===== config.mk =====
export PLATFORM = sky130hd
export DESIGN_NAME = mem_arbiter
export DESIGN_NICKNAME = d
export VERILOG_FILES = /design/src/rtl/mem_arbiter.sv
export SDC_FILE = /design/constraint.sdc
export NUM_CORES = 1
export LEC_CHECK = 0
export CAP_MARGIN = 20
export CORE_UTILIZATION = 43
export CTS_BUF_LIST = sky130_fd_sc_hd__clkbuf_2 sky130_fd_sc_hd__clkbuf_4 sky130_fd_sc_hd__clkbuf_8
export CTS_CLUSTER_SIZE = 14
export DETAILED_ROUTE_END_ITERATION = 10
export GPL_TIMING_DRIVEN = 0
export PLACE_DENSITY = 0.82
export SYNTH_ARGS = -nofsm -noshare
export SYNTH_HDL_FRONTEND = slang
export SYNTH_SLANG_ARGS = --single-unit

===== constraint.sdc =====
create_clock -name clk -period 2.8 [get_ports clk]
set_clock_uncertainty 0.15 [all_clocks]
set_input_delay 0.56 -clock clk [delete_from_list [all_inputs] [get_ports clk]]
set_output_delay 0.56 -clock clk [all_outputs]
set_load 0.03 [all_outputs]

===== src/rtl/mem_arbiter.sv =====
// Arbitrates one single-port multi-cycle memory between the fetch (I) and load/store (D) ports.
// Each granted access holds the bus for LAT cycles and returns a one-cycle valid pulse.
module mem_arbiter #(
    parameter int unsigned ADDR_W = 16,
    parameter int unsigned DATA_W = 16,
    parameter int unsigned LAT    = 4
) (
    input  logic              clk,
    input  logic              rst_n,
    input  logic              i_req,
    input  logic [ADDR_W-1:0] i_addr,
    output logic [DATA_W-1:0] i_data,
    output logic              i_valid,
    output logic              i_stall,
    input  logic              d_req,
    input  logic              d_wr,
    input  logic [ADDR_W-1:0] d_addr,
    input  logic [DATA_W-1:0] d_wdata,
    output logic [DATA_W-1:0] d_rdata,
    output logic              d_valid,
    output logic              d_stall,
    output logic              mem_en,
    output logic              mem_wr,
    output logic [ADDR_W-1:0] mem_addr,
    output logic [DATA_W-1:0] mem_wdata,
    input  logic [DATA_W-1:0] mem_rdata
);

    typedef enum logic [1:0] {StIdle, StBusyI, StBusyD} state_e;

    localparam logic [3:0] CntInit = 4'(LAT - 1);

    state_e              r_state;
    state_e              w_state_next;
    logic [3:0]          r_cnt;
    logic                r_last_d;
    logic                r_mem_wr;
    logic [ADDR_W-1:0]   r_mem_addr;
    logic [DATA_W-1:0]   r_mem_wdata;
    logic [DATA_W-1:0]   r_i_data;
    logic [DATA_W-1:0]   r_d_rdata;
    logic                r_i_valid;
    logic                r_d_valid;

    logic w_i_done;
    logic w_d_done;
    logic w_decide;
    logic w_i_pend;
    logic w_d_pend;
    logic w_grant_i;
    logic w_grant_d;

    always_comb begin
        w_i_done = (r_state == StBusyI) && (r_cnt == 4'd0);
        w_d_done = (r_state == StBusyD) && (r_cnt == 4'd0);
        w_decide = (r_state == StIdle) || w_i_done || w_d_done;
        // A port's request is still asserted while it completes and during its valid cycle;
        // it is masked then so the same access is never granted twice.
        w_i_pend = i_req && !r_i_valid && !w_i_done;
        w_d_pend = d_req && !r_d_valid && !w_d_done;
        w_grant_i = w_decide && w_i_pend && (!w_d_pend || r_last_d);
        w_grant_d = w_decide && w_d_pend && (!w_i_pend || !r_last_d);
    end

    always_comb begin
        w_state_next = r_state;
        if (w_grant_i) begin
            w_state_next = StBusyI;
        end else if (w_grant_d) begin
            w_state_next = StBusyD;
        end else if (w_decide) begin
            w_state_next = StIdle;
        end
    end

    always_ff @(posedge clk or negedge rst_n) begin
        if (!rst_n) begin
            r_state <= StIdle;
        end else begin
            r_state <= w_state_next;
        end
    end

    always_ff @(posedge clk or negedge rst_n) begin
        if (!rst_n) begin
            r_cnt       <= 4'd0;
            r_last_d    <= 1'b0;
            r_mem_wr    <= 1'b0;
            r_mem_addr  <= '0;
            r_mem_wdata <= '0;
            r_i_data    <= '0;
            r_d_rdata   <= '0;
            r_i_valid   <= 1'b0;
            r_d_valid   <= 1'b0;
        end else begin
            r_i_valid <= w_i_done;
            r_d_valid <= w_d_done;
            if (w_i_done) begin
                r_i_data <= mem_rdata;
            end
            if (w_d_done && !r_mem_wr) begin
                r_d_rdata <= mem_rdata;
            end
            if (w_grant_i) begin
                r_cnt      <= CntInit;
                r_last_d   <= 1'b0;
                r_mem_wr   <= 1'b0;
                r_mem_addr <= i_addr;
            end else if (w_grant_d) begin
                r_cnt       <= CntInit;
                r_last_d    <= 1'b1;
                r_mem_wr    <= d_wr;
                r_mem_addr  <= d_addr;
                r_mem_wdata <= d_wdata;
            end else if ((r_state != StIdle) && (r_cnt != 4'd0)) begin
                r_cnt <= r_cnt - 4'd1;
            end
        end
    end

    assign i_data    = r_i_data;
    assign i_valid   = r_i_valid;
    assign i_stall   = i_req && !r_i_valid;
    assign d_rdata   = r_d_rdata;
    assign d_valid   = r_d_valid;
    assign d_stall   = d_req && !r_d_valid;
    assign mem_en    = (r_state != StIdle);
    assign mem_wr    = r_mem_wr && (r_state == StBusyD);
    assign mem_addr  = r_mem_addr;
    assign mem_wdata = r_mem_wdata;

endmodule


==> results.sh, run 1 <==
export IMPL_run_status="complete, no violations"
export IMPL_criticalPathCategory="reg -> out"
export IMPL_post_drt_wl_per_cell_um=14.8
export IMPL_n_antenna_cell=0
export IMPL_postSynthCellCount=211
export IMPL_dp_hpwl_um=5010
export IMPL_globalRouteOverflowTotal=0
export IMPL_synth_warning_count=0
export IMPL_ant_nets=0
export IMPL_antenna_found_initial=0
export IMPL_synth_top_family_by_area="multiplexers"
export IMPL_number_of_fillers_in_the_final_layout=529
export IMPL_postLayoutCellArea_um2=4900
export IMPL_setup_reg_to_reg_worst_slack_ps=220
export IMPL_synth_enable_flop_cells=0
export IMPL_number_of_setup_violations_in_the_final_report=0
export IMPL_synth_async_reset_ratio_pct=100
export IMPL_synth_yosys_seq_area_share_pct=59.0
export IMPL_sequentialPowerShare_pct=46.7
export IMPL_cts_sink_count=74
export IMPL_worst_hold_path_type="reg -> reg"
export IMPL_timing_hold_worst_path_depth=1
export IMPL_mappedNetlistArea_um2=3140
export IMPL_floorplan_core_area_um2=6910
export IMPL_synth_simple_area_share_pct=4.75
export IMPL_port_buffers=138
export IMPL_finalMaxSlewViolations=0
export IMPL_htree_levels=3
export IMPL_timing_critical_path_to_type="primary output"
export IMPL_power_frac_comb_pct=19.8
export IMPL_timing_hold_worst_start="mem_wdata[13]"
export IMPL_global_route_usage_total_pct=19.3
export IMPL_number_of_global_route_vias_before_repair=2389
export IMPL_timing_critical_path_buf_inv=3
export IMPL_post_layout_net_count=435
export IMPL_synth_compound_gate_area_share_pct=3.39
export IMPL_yosys_area_share_adder_pct=0.399
export IMPL_power_switching_mw=0.645
export IMPL_remaining_drc_errors=0
export IMPL_crit_arrival_ps=1950
export IMPL_power_report_internal_total_mw=1.91
export IMPL_place_worst_setup_slack_ps=-244
export IMPL_yosys_register_bits=74
export IMPL_synth_area_mux_share_pct=28.6
export IMPL_p_clk_share_pct=33.5
export IMPL_startpoint_type="flop"
export IMPL_design_die_area_um2=7640
export IMPL_final_setup_worst_slack_ps=141
export IMPL_die_h_um=87.4
export IMPL_viasPerCell=4.83
export IMPL_sw_frac_of_total_pct=25.3
export IMPL_place_congestion=0.743
export IMPL_fin_util_pct=71.0
export IMPL_synthXorXnorAreaFrac_pct=0.838
export IMPL_synth_cell_types=30
export IMPL_tightest_slew_ps=536
export IMPL_final_hold_viol_count=0
export IMPL_vias=2250
export IMPL_grt_pass1_wl_um=11100
export IMPL_cts_clk_slew_worst_paths_ps=70
export IMPL_postSynth_topFlopCell="sky130_fd_sc_hd__dfrtp_1"
export IMPL_worstRegToRegCells=8
export IMPL_max_cap_violation_count=0
export IMPL_row_count=30
export IMPL_cpLargestDelayFamily="buffers and inverters"
export IMPL_synth_nets=281
export IMPL_start_util_pct=45.4
export IMPL_power_density_nw_per_um2=520
export IMPL_regToRegStartpoint="r_cnt[0]"
export IMPL_seqCellArea_um2=1850
export IMPL_multi_input_area_um2=1190
export IMPL_slowest_cell_delay_on_critical_path_ps=620
export IMPL_count_of_pins_on_the_block_boundary=139
export IMPL_synthToLayoutAreaGrowth_pct=56.3
export IMPL_grt_start_max_net_pins=72
export IMPL_crit_path_cell_trace="buf_2 > or2_2 > clkbuf_1 > clkdlybuf4s50_1"
export IMPL_worst_endpoint_required_ps=2090
export IMPL_cts_root_to_sink_buffers=2
export IMPL_worst_path_max_fanout=10
export IMPL_layout_min_cycle_time_ps=2660
export IMPL_die_w_um=87.4
export IMPL_rsz_0062_raised_after_global_routing="false"
export IMPL_drive_above_1_share_pct=26.8
export IMPL_cts_buffers_inserted=9
export IMPL_dpl_instance_area_um2=4660
export IMPL_vdd_ir_drop_max_mv=0.309
export IMPL_master_of_the_slowest_instance_on_the_critical_path="sky130_fd_sc_hd__clkdlybuf4s50_1"
export IMPL_max_clock_freq_mhz=376
export IMPL_totalPowerFinal_mw=2.55
export IMPL_max_slew_margin_pct=64.2
export IMPL_cellLeakagePower_nw=2.12
export IMPL_synthesis_area_per_instance_um2=14.9
export IMPL_detailedRoute_firstIterationViolations=92
export IMPL_r2r_end="d_rdata[11]"
export IMPL_postRouteWirelength_um=6890
export IMPL_finalCritPeriodShare_pct=95.0
export IMPL_worst_hold_path_endpoint="mem_wdata[13]"
export IMPL_clock_insertion_delay_worst_skew_ps=340
export IMPL_cts_root_buffer="sky130_fd_sc_hd__clkbuf_8"
export IMPL_detail_route_first_pass_iterations=4
export IMPL_cts_tree="done"
-- synthesized netlist by cell type, types with 2 or more instances --
| cell | instances | area [µm²] |
|---|---|---|
| sky130_fd_sc_hd__a21oi_1 | 2 | 10.0 |
| sky130_fd_sc_hd__a221oi_4 | 2 | 52.6 |
| sky130_fd_sc_hd__buf_2 | 5 | 25.0 |
| sky130_fd_sc_hd__buf_6 | 3 | 33.8 |
| sky130_fd_sc_hd__clkbuf_1 | 2 | 7.51 |
| sky130_fd_sc_hd__dfrtp_1 | 74 | 1850 |
| sky130_fd_sc_hd__inv_1 | 5 | 18.8 |
| sky130_fd_sc_hd__mux2_1 | 14 | 158 |
| sky130_fd_sc_hd__mux2_2 | 64 | 721 |
| sky130_fd_sc_hd__mux2i_1 | 2 | 20.0 |
| sky130_fd_sc_hd__nand2_1 | 2 | 7.51 |
| sky130_fd_sc_hd__nand2b_1 | 3 | 18.8 |
| sky130_fd_sc_hd__nand3_1 | 2 | 10.0 |
| sky130_fd_sc_hd__nor2_1 | 8 | 30.0 |
| sky130_fd_sc_hd__nor2b_1 | 3 | 18.8 |
| sky130_fd_sc_hd__nor3b_1 | 2 | 15.0 |
| sky130_fd_sc_hd__o21ai_0 | 4 | 20.0 |
| sky130_fd_sc_hd__xor2_1 | 2 | 17.5 |
-- per-layer routing --
layer,GRT usage (%),up-vias,part of all wire [%]
met5,0,-,0
met4,6.56,0,0.80
met3,10.9,6,13
met2,30.7,102,47
met1,21.8,1093,40
li1,-,1049,-
-- power groups by stage --
| stage | sequential (mW) | combinational (mW) | clock (mW) |
|---|---|---|---|
| finish | 1.19 | 0.506 | 0.855 |
| global route | 1.20 | 0.549 | 0.938 |
| CTS | 1.19 | 0.514 | 0.885 |
| detailed placement | 1.21 | 0.511 | 0 |
| global placement | 1.21 | 0.490 | 0 |
| floorplan | 1.29 | 0.176 | 0 |
-- logic make-up after synthesis --
logic type / count (synthesis)
flip-flops: 74
AND/OR/NAND/NOR: 26
adder cells (fa/ha/maj): 1
AO/OA/AOI/OAI: 11
buffers and inverters: 16
XOR/XNOR: 3
multiplexers: 80
-- worst max path at each step --
stage	from	end	slack (ps)	cells past startpoint
floorplan	r_cnt[0]	mem_addr[8]	310	7
global placement	rst_n	d_rdata[12]	-1570	1
detailed placement	i_req	mem_addr[14]	-240	6
CTS	r_cnt[0]	mem_addr[14]	60	7
global route	r_state[1]	mem_en	50	4
finish	r_state[0]	mem_en	140	4
-- registers in the layout, summed over array words and instances (netlist names) --
register	flops
mem_wdata	16
i_data	16
d_valid	1
d_rdata	16
r_last_d	1
r_cnt	4
mem_addr	16
r_mem_wr	1
i_valid	1
r_state	2
-- layout make-up --
cell class,instances,share of cell area [%]
well taps,96,2.45
multi-input cells,121,24.3
clock inverters,2,0.714
clock buffers,14,3.55
inverters,5,0.383
flip-flops and latches,74,37.8
plain buffers,11,1.51
repair buffers,143,29.3
-- cell usage in the layout (no fill, tap or decap), types with 2 or more instances in the layout --
cell type / Yosys / layout
sky130_fd_sc_hd__clkdlybuf4s50_1: 0 / 136
sky130_fd_sc_hd__a221oi_4: 2 / 2
sky130_fd_sc_hd__mux2_2: 64 / 64
sky130_fd_sc_hd__clkbuf_8: 0 / 11
sky130_fd_sc_hd__buf_6: 3 / 3
sky130_fd_sc_hd__o21ai_0: 4 / 4
sky130_fd_sc_hd__a21oi_1: 2 / 2
sky130_fd_sc_hd__nor2_1: 8 / 8
sky130_fd_sc_hd__mux2_1: 14 / 14
sky130_fd_sc_hd__buf_4: 1 / 5
sky130_fd_sc_hd__buf_2: 5 / 5
sky130_fd_sc_hd__xor2_1: 2 / 2
sky130_fd_sc_hd__nor3b_1: 2 / 2
sky130_fd_sc_hd__nor2b_1: 3 / 3
sky130_fd_sc_hd__nand2_1: 2 / 2
sky130_fd_sc_hd__inv_1: 5 / 5
sky130_fd_sc_hd__mux2i_1: 2 / 2
sky130_fd_sc_hd__clkbuf_4: 0 / 3
sky130_fd_sc_hd__nand2b_1: 3 / 3
sky130_fd_sc_hd__clkbuf_1: 2 / 2
sky130_fd_sc_hd__dfrtp_1: 74 / 74
sky130_fd_sc_hd__nand3_1: 2 / 2
-- what timing repair did --
item | in CTS | in global routing
gates resized for setup | 1 | 0
buffers inserted | 0 | 3
gates cloned | 0 | 0
endpoints found under the setup margin | 1 | 7
endpoints found under the hold margin | 3 | 0
pin swaps | 0 | 2
hold buffers | 1 | 0
-- stage by stage --
stage | setup TNS, ps | std cells | hold slack (ps)
CTS | 0 | 463 | 342
floorplan | 0 | 211 | 114
global placement | -119030 | 445 | 319
detailed placement | -3150 | 446 | 224
global route | 0 | 466 | 359
finish | 0 | 466 | 338
(Power assumes the default switching activity.)
==> inputs of run 2 (changes only) <==
Settings changed: CAP_MARGIN 20 to default, CORE_UTILIZATION 43 to 39, PLACE_DENSITY 0.82 to 0.78.
Clock period 2.8 ns to 2.2 ns, I/O delays scaled along.
==> run 2 against run 1 <==
  * The flow now finishes with violations (setup timing)
  * Critical endpoint is now mem_addr[4]
  * Sequential share of layout area fell by 3.6 points
  * Die area rose by 10%
  * Worst hold slack improved by 19 ps
  * Critical path type is now reg -> reg
  * Highest routed layer unchanged
  * Global-route usage fell by 0.86 points
  * Critical path depth rose by 3
  * Combinational power rose by 60%
  * Non-clock buffer count rose by 24
==> results.sh, run 2 (synthesized netlist as in run 1, its figures left out) <==
export IMPL_max_cap_violation_count=0
export IMPL_master_of_the_slowest_instance_on_the_critical_path="sky130_fd_sc_hd__or3b_4"
export IMPL_power_density_nw_per_um2=616
export IMPL_ant_nets=0
export IMPL_cts_root_buffer="sky130_fd_sc_hd__clkbuf_8"
export IMPL_final_cell_mix="sky130_fd_sc_hd__clkdlybuf4s50_1, sky130_fd_sc_hd__dfrtp_1, sky130_fd_sc_hd__mux2_4, sky130_fd_sc_hd__mux2_2, sky130_fd_sc_hd__buf_4"
export IMPL_remaining_drc_errors=0
export IMPL_tightest_slew_ps=439
export IMPL_row_count=32
export IMPL_startpoint="r_cnt[0]"
export IMPL_worst_hold_path_type="reg -> reg"
export IMPL_startpoint_type="flop"
export IMPL_global_route_usage_total_pct=18.4
export IMPL_floorplan_core_area_um2=7770
export IMPL_clock_insertion_delay_worst_skew_ps=330
export IMPL_crit_arrival_ps=2550
export IMPL_number_of_setup_violations_in_the_final_report=48
export IMPL_start_util_pct=40.4
export IMPL_antenna_found_initial=0
export IMPL_crit_path_cell_trace="inv_2 > ha_4 > or3b_4 > a221oi_4 > buf_6 > mux2_4 > mux2_4"
export IMPL_seqCellArea_um2=1850
export IMPL_vias=2349
export IMPL_count_of_pins_on_the_block_boundary=139
export IMPL_final_hold_viol_count=0
export IMPL_grt_start_max_net_pins=44
export IMPL_criticalPathCategory="reg -> reg"
export IMPL_cts_root_to_sink_buffers=2
export IMPL_grt_pass1_wl_um=12000
export IMPL_synthToLayoutAreaGrowth_pct=72.6
export IMPL_multi_input_area_um2=1430
export IMPL_max_slew_margin_pct=70.7
export IMPL_die_h_um=91.7
export IMPL_violations_in_the_final_reports="setup timing"
export IMPL_post_drt_wl_per_cell_um=15.9
export IMPL_vdd_ir_drop_max_mv=0.419
export IMPL_fin_util_pct=69.7
export IMPL_worst_endpoint_required_ps=2270
export IMPL_dp_hpwl_um=5150
export IMPL_cpLargestDelayFamily="multiplexers"
export IMPL_number_of_fillers_in_the_final_layout=566
export IMPL_design_die_area_um2=8410
export IMPL_port_buffers=138
export IMPL_final_setup_worst_slack_ps=-276
export IMPL_regToRegStartpoint="r_cnt[0]"
export IMPL_place_congestion=0.727
export IMPL_rsz_0062_raised_after_global_routing="true"
export IMPL_layout_min_cycle_time_ps=2480
export IMPL_cts_clk_slew_worst_paths_ps=80
export IMPL_timing_hold_worst_start="d_rdata[8]"
export IMPL_drive_above_1_share_pct=37.7
export IMPL_viasPerCell=4.75
export IMPL_layout_commonest_cell="sky130_fd_sc_hd__clkdlybuf4s50_1"
export IMPL_post_layout_net_count=459
export IMPL_worst_path_max_fanout=8
export IMPL_place_worst_setup_slack_ps=-746
export IMPL_finalMaxSlewViolations=0
export IMPL_cell_repeated_most_along_the_worst_path="sky130_fd_sc_hd__mux2_4"
export IMPL_postRouteWirelength_um=7880
export IMPL_htree_levels=3
export IMPL_cts_tree="done"
export IMPL_timing_setup_tns_ps=-7310
export IMPL_die_w_um=91.7
export IMPL_cts_sink_count=74
export IMPL_slowest_cell_delay_on_critical_path_ps=410
export IMPL_cts_buffers_inserted=9
export IMPL_cellLeakagePower_nw=2.39
export IMPL_finalCritPeriodShare_pct=113
export IMPL_number_of_global_route_vias_before_repair=2499
export IMPL_globalRouteOverflowTotal=0
export IMPL_detailedRoute_firstIterationViolations=49
export IMPL_max_clock_freq_mhz=404
export IMPL_n_antenna_cell=0
export IMPL_timing_critical_path_to_type="flop"
export IMPL_timing_critical_path_buf_inv=2
export IMPL_run_status="finished, violations left"
export IMPL_detail_route_first_pass_iterations=4
==> run 2: cell types whose count changed in the layout (fill, tap and decap cells not counted), moves of 3 or more <==
cell | previous run | this run
sky130_fd_sc_hd__clkdlybuf4s50_1 | 136 | 133
sky130_fd_sc_hd__buf_4 | 5 | 14
sky130_fd_sc_hd__buf_6 | 3 | 13
sky130_fd_sc_hd__mux2_4 | 0 | 48
sky130_fd_sc_hd__mux2_1 | 14 | 0
sky130_fd_sc_hd__buf_8 | 0 | 4
sky130_fd_sc_hd__mux2_2 | 64 | 30
==> run 2: per-stage QoR <==
step	power (mW)	area (µm²)	hold slack, ps	std cells
after detailed placement	2.20	4710	256	452
after floorplan	1.88	3180	-5.59	211
after global routing	3.48	5410	371	495
final	3.34	5410	357	495
after global placement	2.17	4690	338	451
after CTS	3.32	5240	361	489
==> run 2: layout make-up <==
cell class,instances,area share (%)
timing repair buffer,167,31.3
multi-input combinational,121,26.4
tap,102,2.36
clock inverter,5,1.04
clock buffer,10,2.43
sequential,74,34.2
buffer,11,1.99
inverter,5,0.347
==> run 2: per-layer routing <==
metal / wire, µm / vias up / GRT usage [%]
met4: 154 / 0 / 8.33
met2: 3840 / 85 / 30.5
met1: 3410 / 1156 / 22.5
met5: 0 / - / 0
li1: - / 1094 / -
met3: 468 / 14 / 4.81
==> run 2: path summary, 6_finish.rpt <==
| check | endpoint | slack (ps) | depth (start not counted) |
|---|---|---|---|
| max reg2reg | mem_addr[4] | -280 | 7 |
| max in group asynchronous | mem_wdata[6] | 890 | 3 |
| min reg2reg | d_rdata[8] | 360 | 1 |
| min | d_rdata[8] | 360 | 1 |
| min in group asynchronous | d_rdata[4] | 440 | 2 |
| max | mem_addr[4] | -280 | 7 |
==> run 2: where the power goes <==
group	switching, mW	internal (mW)	total, mW
combinational	0.345	0.465	0.810
clock	0.478	0.528	1.01
sequential	0.0617	1.46	1.52
==> run 2: what timing repair did <==
item	4_1_cts	5_1_grt
buffers inserted	19	4
endpoints found under the hold margin	31	0
gates cloned	2	2
resized for setup	61	24
pin swaps	5	2
setup endpoints to repair	65	67
hold buffers	1	0
